<file path="config.mk">
export PLATFORM = sky130hd
export DESIGN_NAME = cordic_sincos_pipe
export DESIGN_NICKNAME = d
export VERILOG_FILES = /design/src/rtl/cordic_pkg.sv /design/src/rtl/cordic_stage.sv /design/src/rtl/cordic_sincos_pipe.sv
export SDC_FILE = /design/constraint.sdc
export NUM_CORES = 2
export LEC_CHECK = 0
export CAP_MARGIN = 20
export CORE_MARGIN = 2
export CORE_UTILIZATION = 23
export DETAILED_ROUTE_END_ITERATION = 16
export PLACE_DENSITY_LB_ADDON = 0.3
export SLEW_MARGIN = 30
export SYNTH_ARGS = -nofsm -noshare
export SYNTH_HDL_FRONTEND = slang
export SYNTH_HIERARCHICAL = 1
export SYNTH_SLANG_ARGS = --single-unit
export TNS_END_PERCENT = 1
</file>
<file path="constraint.sdc">
create_clock -name clk -period 6.85 [get_ports clk]
set_input_delay 1.37 -clock clk [delete_from_list [all_inputs] [get_ports clk]]
set_output_delay 1.37 -clock clk [all_outputs]
set_load 0.01 [all_outputs]
</file>
<file path="src/rtl/cordic_pkg.sv">
// cordic_pkg: CORDIC gain, pi constants and atan(2^-i) table generation
package cordic_pkg;
   localparam real PI_R = 3.141592653589793;
   localparam real K_R = 0.6072529350088813;
   function automatic longint fix(input real v, input int frac);
      return longint'(v * (2.0 ** frac));
   endfunction
   // Taylor series is exact enough here since 2^-i <= 0.5 for every i > 0
   function automatic real atan_pow2(input int i);
      real x, t, s;
      if (i == 0) return PI_R / 4.0;
      x = 2.0 ** (-i);
      t = x;
      s = 0.0;
      for (int k = 0; k < 40; k++) begin
         s = s + ((k % 2 == 1) ? -t : t) / real'(2 * k + 1);
         t = t * x * x;
      end
      return s;
   endfunction
   function automatic longint atan_q(input int i, input int frac);
      return fix(atan_pow2(i), frac);
   endfunction
   function automatic longint pi_q(input int width);
      return fix(PI_R, width - 3);
   endfunction
   function automatic longint half_pi_q(input int width);
      return fix(PI_R / 2.0, width - 3);
   endfunction
endpackage

</file>
<file path="src/rtl/cordic_stage.sv">
// cordic_stage: one registered CORDIC micro-rotation
module cordic_stage import cordic_pkg::*; #(
   parameter int STAGE = 0,
   parameter int W = 24,
   parameter int ZF = 21
) (
   input  logic clk,
   input  logic reset,
   input  logic clk_en,
   input  logic v,
   input  logic [1:0] f,
   input  logic [W-1:0] x,
   input  logic [W-1:0] y,
   input  logic [W-1:0] z,
   output logic nv,
   output logic [1:0] nf,
   output logic [W-1:0] nx,
   output logic [W-1:0] ny,
   output logic [W-1:0] nz
);
   localparam logic signed [W-1:0] A = W'(atan_q(STAGE, ZF));
   logic signed [W-1:0] sx, sy, sz;
   logic d;
   assign sx = x;
   assign sy = y;
   assign sz = z;
   assign d = !sz[W-1];
   always_ff @(posedge clk)
      if (!reset) nv <= 1'b0;
      else if (clk_en) nv <= v;
   always_ff @(posedge clk)
      if (clk_en) begin
         nf <= f;
         nx <= d ? sx - (sy >>> STAGE) : sx + (sy >>> STAGE);
         ny <= d ? sy + (sx >>> STAGE) : sy - (sx >>> STAGE);
         nz <= d ? sz - A : sz + A;
      end
endmodule

</file>
<file path="src/rtl/cordic_sincos_pipe.sv">
// cordic_sincos_pipe: pipelined CORDIC sine/cosine with range fold, rounding and saturation
module cordic_sincos_pipe import cordic_pkg::*; #(
   parameter int WIDTH = 22,
   parameter int ITERS = 20,
   parameter int GUARD = 2
) (
   input  logic clk,
   input  logic reset,
   input  logic clk_en,
   input  logic in_valid,
   input  logic [WIDTH-1:0] angle,
   output logic out_valid,
   output logic [WIDTH-1:0] cos_out,
   output logic [WIDTH-1:0] sin_out,
   output logic out_err
);
   localparam int IW = WIDTH + GUARD;
   localparam int ZF = WIDTH - 3 + GUARD;
   localparam int XF = WIDTH - 2 + GUARD;
   localparam logic signed [WIDTH-1:0] PI_W = WIDTH'(pi_q(WIDTH));
   localparam logic signed [WIDTH-1:0] PI2_W = WIDTH'(half_pi_q(WIDTH));
   localparam logic signed [IW-1:0] PI_Z = IW'(fix(PI_R, ZF));
   localparam logic signed [IW-1:0] K_X = IW'(fix(K_R, XF));
   localparam logic signed [IW:0] HALF = (IW+1)'(2 ** GUARD / 2);
   localparam logic signed [IW:0] HALFM = (IW+1)'(2 ** GUARD / 2 - (GUARD > 0 ? 1 : 0));
   localparam logic signed [IW:0] LIM = (IW+1)'(1) <<< (WIDTH - 2);
   logic signed [WIDTH-1:0] a, c;
   logic signed [IW-1:0] az;
   logic hi, lo, err, neg, v0;
   logic [1:0] f0;
   logic [IW-1:0] z0;
   logic v [0:ITERS];
   logic [1:0] f [0:ITERS];
   logic [IW-1:0] x [0:ITERS];
   logic [IW-1:0] y [0:ITERS];
   logic [IW-1:0] z [0:ITERS];
   assign a = angle;
   assign hi = a > PI_W;
   assign lo = a < -PI_W;
   assign err = hi | lo;
   assign c = hi ? PI_W : (lo ? -PI_W : a);
   assign az = IW'(c) <<< GUARD;
   assign neg = (c > PI2_W) || (c < -PI2_W);
   always_ff @(posedge clk)
      if (!reset) v0 <= 1'b0;
      else if (clk_en) v0 <= in_valid;
   // fold into [-pi/2, pi/2]; the half-turn is undone by negating both results
   always_ff @(posedge clk)
      if (clk_en) begin
         z0 <= c > PI2_W ? az - PI_Z : (c < -PI2_W ? az + PI_Z : az);
         f0 <= {err, neg};
      end
   assign v[0] = v0;
   assign f[0] = f0;
   assign x[0] = K_X;
   assign y[0] = '0;
   assign z[0] = z0;
   for (genvar g = 0; g < ITERS; g++) begin : g_stage
      cordic_stage #(.STAGE(g), .W(IW), .ZF(ZF)) u_stage (
         .clk(clk), .reset(reset), .clk_en(clk_en),
         .v(v[g]), .f(f[g]), .x(x[g]), .y(y[g]), .z(z[g]),
         .nv(v[g+1]), .nf(f[g+1]), .nx(x[g+1]), .ny(y[g+1]), .nz(z[g+1]));
   end
   function automatic logic signed [WIDTH-1:0] fin(input logic signed [IW-1:0] p, input logic n);
      logic signed [IW:0] s, r;
      s = n ? -((IW+1)'(p)) : (IW+1)'(p);
      r = (s + (s < 0 ? HALFM : HALF)) >>> GUARD;
      return r > LIM ? WIDTH'(LIM) : (r < -LIM ? WIDTH'(-LIM) : r[WIDTH-1:0]);
   endfunction
   always_ff @(posedge clk)
      if (!reset) begin
         out_valid <= 1'b0;
         cos_out <= '0;
         sin_out <= '0;
         out_err <= 1'b0;
      end else if (clk_en) begin
         out_valid <= v[ITERS];
         cos_out <= fin(x[ITERS], f[ITERS][0]);
         sin_out <= fin(y[ITERS], f[ITERS][0]);
         out_err <= f[ITERS][1];
      end
endmodule
</file>
# == Word level (Yosys, flattened, before mapping) ==
# Cells that the tools add are included.
# classes
n_addsub,120
n_lt_le_gt_ge,10
mux,70
n_bitwise,1
n_reduce_logical,1
# op_table
op,n
24-bit 2-to-1 mux,60
22-bit 2-to-1 mux,6
25-bit by 3-bit adder with 25-bit output,2
"25-bit by 1-bit < comparator with 1-bit output, second input constant",2
25-bit 2-to-1 mux,2
24-bit negator with 25-bit output,2
24-bit by 10-bit adder with 24-bit output,2
24-bit by 11-bit adder with 24-bit output,2
24-bit by 12-bit adder with 24-bit output,2
24-bit by 13-bit adder with 24-bit output,2
24-bit by 14-bit adder with 24-bit output,2
24-bit by 15-bit adder with 24-bit output,2
24-bit by 16-bit adder with 24-bit output,2
"24-bit by 16-bit adder with 24-bit output, second input constant",2
24-bit by 17-bit adder with 24-bit output,2
24-bit by 18-bit adder with 24-bit output,2
24-bit by 19-bit adder with 24-bit output,2
24-bit by 20-bit adder with 24-bit output,2
24-bit by 21-bit adder with 24-bit output,2
24-bit by 22-bit adder with 24-bit output,2
"24-bit by 22-bit adder with 24-bit output, second input constant",2
24-bit by 5-bit adder with 24-bit output,2
24-bit by 6-bit adder with 24-bit output,2
24-bit by 7-bit adder with 24-bit output,2
67 further kinds,92
# totals
regBits,1525
inputBits,26
output_inout_bits,46
wordCells,307

# == Logic depth before layout (Yosys ltp) ==
# depth
ltp_word,8
ltp_mapped,25
mapped_depth_nobuf,21

# == Hierarchy ==
# The synthesis kept the hierarchy.
# by_module_without_submodules
mod,instances,cells_per_inst,area_each_um2,seq_area_each_um2
cordic_stage at g_stage[0].u_stage,1,786,7105.6,2212.1
cordic_stage at g_stage[3].u_stage,1,721,6809.0,2242.2
cordic_stage at g_stage[1].u_stage,1,708,6662.6,2242.2
cordic_stage at g_stage[2].u_stage,1,675,6656.4,2242.2
cordic_stage at g_stage[5].u_stage,1,684,6648.9,2242.2
cordic_sincos_pipe,1,827,6595.1,1721.7
cordic_stage at g_stage[4].u_stage,1,680,6555.0,2242.2
cordic_stage at g_stage[6].u_stage,1,687,6518.8,2242.2
cordic_stage at g_stage[19].u_stage,1,640,6238.5,2242.2
cordic_stage at g_stage[16].u_stage,1,638,6172.2,2242.2
cordic_stage at g_stage[18].u_stage,1,612,6070.8,2242.2
cordic_stage at g_stage[15].u_stage,1,606,6034.5,2242.2
cordic_stage at g_stage[11].u_stage,1,606,5979.5,2242.2
cordic_stage at g_stage[17].u_stage,1,600,5959.5,2242.2
7 more rows,--,--,--,--

# == Least setup slack after synthesis ==
# OpenSTA, ideal clock, no wires.
# synth_path
path_type,input to register
from,input angle[7]
to,register z0[7] (data pin)
setup_time_ns,0.264
arrival_time_ns,5.825
t_required_ns,6.586
path_slack_ns,0.762
stages,24
n_path_buf,3
cell_sequence,nor4_1 > nor3b_1 > a21oi_1 > nor2_1 > o21ai_0 > a311o_1 > nand2_1 > ha_1 > clkbuf_1 > clkbuf_1 > buf_1 > nor2_1 > nor2_1 > ha_1 > inv_1 > nor4_1 > nand2_1 > o221ai_1 > nor2_1 > nor2_1 > inv_1 > nand4_1 > o31ai_1 > xnor2_1
# synth_between
elab_chain_len,6
elab_cells_between_ends,10
classes_between,add/sub (2); order compare (4); mux (4)
# synth_rtl
item,line,text
"start, declared",cordic_sincos_pipe.sv:11,"input logic [WIDTH-1:0] angle,"
22-bit < comparator,cordic_sincos_pipe.sv:39,assign lo = a < -PI_W;
22-bit 2-to-1 mux,cordic_sincos_pipe.sv:41,assign c = hi ? PI_W : (lo ? -PI_W : a);
22-bit 2-to-1 mux *,cordic_sincos_pipe.sv:41,
24-bit adder / 22-bit by 21-bit < comparator with 1-bit output (equally long branches),cordic_sincos_pipe.sv:50,z0 <= c > PI2_W ? az - PI_Z : (c < -PI2_W ? az + PI_Z : az);
24-bit 2-to-1 mux,cordic_sincos_pipe.sv:50,
24-bit 2-to-1 mux *,cordic_sincos_pipe.sv:50,
"end signal, assigned",cordic_sincos_pipe.sv:50,
"end, declared",cordic_sincos_pipe.sv:31,logic [IW-1:0] z0;
# Every way passes the cells marked *; elsewhere a longest branch is shown, timed or not.
# A chain may end at the register's enable or synchronous reset.

# == Worst setup path after layout ==
# layout_path
from,register g_stage[19].u_stage.nx[0]
to,register cos_out[3]
# layout_between
elab_chain_len,8
elab_cells_between_ends,9
classes_between,add/sub (2); order compare (3); mux (4)
# layout_rtl
item,line,text
"start, declared",cordic_stage.sv:17,"output logic [W-1:0] nx,"
"start signal, assigned",cordic_stage.sv:34,nx <= d ? sx - (sy >>> STAGE) : sx + (sy >>> STAGE);
24-bit negator with 25-bit output,cordic_sincos_pipe.sv:66,s = n ? -((IW+1)'(p)) : (IW+1)'(p);
25-bit 2-to-1 mux *,cordic_sincos_pipe.sv:66,
25-bit by 1-bit < comparator with 1-bit output,cordic_sincos_pipe.sv:67,r = (s + (s < 0 ? HALFM : HALF)) >>> GUARD;
2-bit 2-to-1 mux,cordic_sincos_pipe.sv:67,
25-bit by 3-bit adder with 25-bit output *,cordic_sincos_pipe.sv:67,
23-bit by 21-bit < comparator with 1-bit output,cordic_sincos_pipe.sv:68,return r > LIM ? WIDTH'(LIM) : (r < -LIM ? WIDTH'(-LIM) : r[WIDTH-1:0]);
22-bit 2-to-1 mux,cordic_sincos_pipe.sv:68,
22-bit 2-to-1 mux *,cordic_sincos_pipe.sv:68,
"end signal, assigned",cordic_sincos_pipe.sv:78,"cos_out <= fin(x[ITERS], f[ITERS][0]);"
"end, declared",cordic_sincos_pipe.sv:13,"output logic [WIDTH-1:0] cos_out,"
# Marked as above.

==> out/metrics.yaml <==
status:
  outcome: "complete, no violations"
detailed_routing:
  drt_first_iter_violations: 6005
  vias_per_cell: 4.70
  vias: 97700
  firstDrtPassIters: 6
  ant_nets: 0
  wl_per_cell_um: 16.3
  drt_wl_total_um: 339000
  drc: 0
place:
  numPortBuffers: 71
  finalWeightedCongestion: 0.848
  dp_hpwl_um: 267000
setup_path:
  critical_path_buf_inv_count: 2
  cp_slowest_cell: "nor4_1"
  timing.critical_path.required_ns: 7.63
  cp_slowest_stage_delay_ns: 0.59
  cp-start-kind: "flop"
  cp.depth: 16
  critPathTopFamily: "simple AND/OR/NAND/NOR gates"
  worstSetupPathType: "flop to flop"
  cp_cell_sequence: "inv_1, ha_1, or4b_1, or4_1, o211ai_1, o21ai_0, inv_1, ha_1, a31oi_1, nor4_1, o211ai_1, nor4_1, mux2i_1, xnor2_1, a41oi_2, o41ai_2"
  cp-end-kind: "flop"
  arrival_ns: 6.34
  worstPathMaxFanout: 13
  r2r_cells: 16
layout:
  area_growth_pct: 13.1
  ff_latch_area_um2: 44000
  nets: 14900
  drive_above_1_share_pct: 6.32
  fill_cells: 58500
  multi_input_area_um2: 79400
floorplanning:
  core-area_um2: 549000
  die_h_um: 746
  die_w_um: 746
  dieArea_um2: 556000
  rows: 272
  initial_utilization_pct: 23.1
  pin_count: 72
grt:
  antenna_found_initial: 3
  use_met2_pct: 21.1
  first_global_vias: 95200
  grt_use_met1_pct: 15.0
  track_usage_pct: 11.7
  busiest_layer: "met2"
  grt_max_degree: 172
  grt-ovfl-total: 0
  grt_pass1_wl_um: 537000
  gr-usage-met3_pct: 1.17
clock_tree:
  clk_latency_ns: 0.91
  clk_pin_slew_ns: 0.06
  clock_sinks: 1489
  post_cts_resized: 0
  root_buffer: "clkbuf_16"
  tritoncts: "built"
  clk_path_buf_depth: 4
  numCtsBuffers: 193
  hold_buffers: 0
  h-tree-depth: 4
  post_cts_buffers: 0
synth:
  yosysWarnings: 6
  synth_area_per_cell_um2: 9.64
  syn-cell-area_um2: 127000
  syn_inst: 13100
sta:
  finalHoldViolCount: 0
  finalCriticalPeriod_ns: 5.56
  worstMarginPinSlew_ns: 0.949
  max_freq_mhz: 180
  grt_setup_unrepaired: "no"
  min_period_over_period_pct: 81.2
  relSlewSlack_pct: 35.1
  setup_viol_count_final: 0
  slew_violations: 0
  fin_skew_ns: 0.103
  tns_ns: 0
worst_hold_path:
  hp-class: "flop to flop"
  hold-path-cell-count: 0
flow_run:
  maxCapViolations: 0
==> worst paths after layout <==
kind	startpoint	end	slack, ns
worst max-delay path	g_stage[19].u_stage/nx[0]	cos_out[3]	1.29
worst min-delay path	g_stage[8].u_stage/nz[11]	g_stage[9].u_stage/nz[11]	0.40
worst max register to register	g_stage[19].u_stage/nx[0]	cos_out[3]	1.29
worst min register to register	g_stage[8].u_stage/nz[11]	g_stage[9].u_stage/nz[11]	0.40
==> flip-flops by register name, summed over array words and instances (netlist names) <==
signal / count
g_stage.u_stage/nf: 40
g_stage.u_stage/nv: 20
g_stage.u_stage/nz: 397
g_stage.u_stage/nx: 480
v0: 1
z0: 24
g_stage.u_stage/ny: 479
f0: 2
out_valid: 1
sin_out: 22
cos_out: 22
out_err: 1
==> metrics by stage <==
step                      std cells  hold WS (ns)  instance area, um2  setup slack [ns]  utilization, %
after global placement        20400         0.402              137000             0.425            24.9
after floorplan               13300         0.400              127000             0.762               -
after CTS                     20800         0.377              143000              1.27            26.1
after detailed placement      20400         0.405              137000             0.523            24.9
after global routing          20800         0.398              143000             0.795            26.1
final                         20800         0.402              143000              1.29            26.1
==> per-layer routing <==
metal | wire (um) | vias to the layer above
met4 | 7890 | 0
met1 | 152000 | 46400
li1 | - | 49400
met2 | 167000 | 1501
met3 | 11100 | 364
met5 | 0 | -
==> final cells by class <==
type / instances / area share (%)
multi-input cells: 10900 / 55.4
clock buffers: 226 / 3.53
repair buffers: 192 / 1.26
well taps: 7261 / 6.35
clock inverters: 127 / 0.999
diodes: 2 / 0.00350
inverters: 632 / 1.66
flip-flops and latches: 1489 / 30.8
==> placed cells by master, fill, tap and decap left out, types with 39 or more instances in the layout <==
master / n
o21ai_0: 599
nand2b_1: 137
o21ai_1: 107
mux2i_1: 80
xor2_1: 549
buf_4: 107
a21boi_0: 40
mux2_2: 44
nand3_1: 260
or2_2: 44
or3_1: 61
and2_1: 70
ha_1: 1455
edfxtp_1: 1422
nor3_1: 274
a21oi_1: 1412
nor2_1: 940
clkdlybuf4s50_1: 70
a311oi_1: 43
a211o_1: 39
nand2_1: 793
a31oi_1: 207
o21bai_1: 144
a211oi_1: 126
fa_1: 60
clkbuf_16: 195
inv_1: 619
conb_1: 144
and3_1: 104
dfxtp_1: 67
o31ai_1: 90
nand4_1: 147
a21o_1: 446
xnor2_1: 1044
nor4_1: 80
o21a_1: 148
o211ai_1: 101
nor2b_1: 172
Power is not shown: default switching activity piles up to over one toggle a cycle in this logic, so the estimate is an artifact.
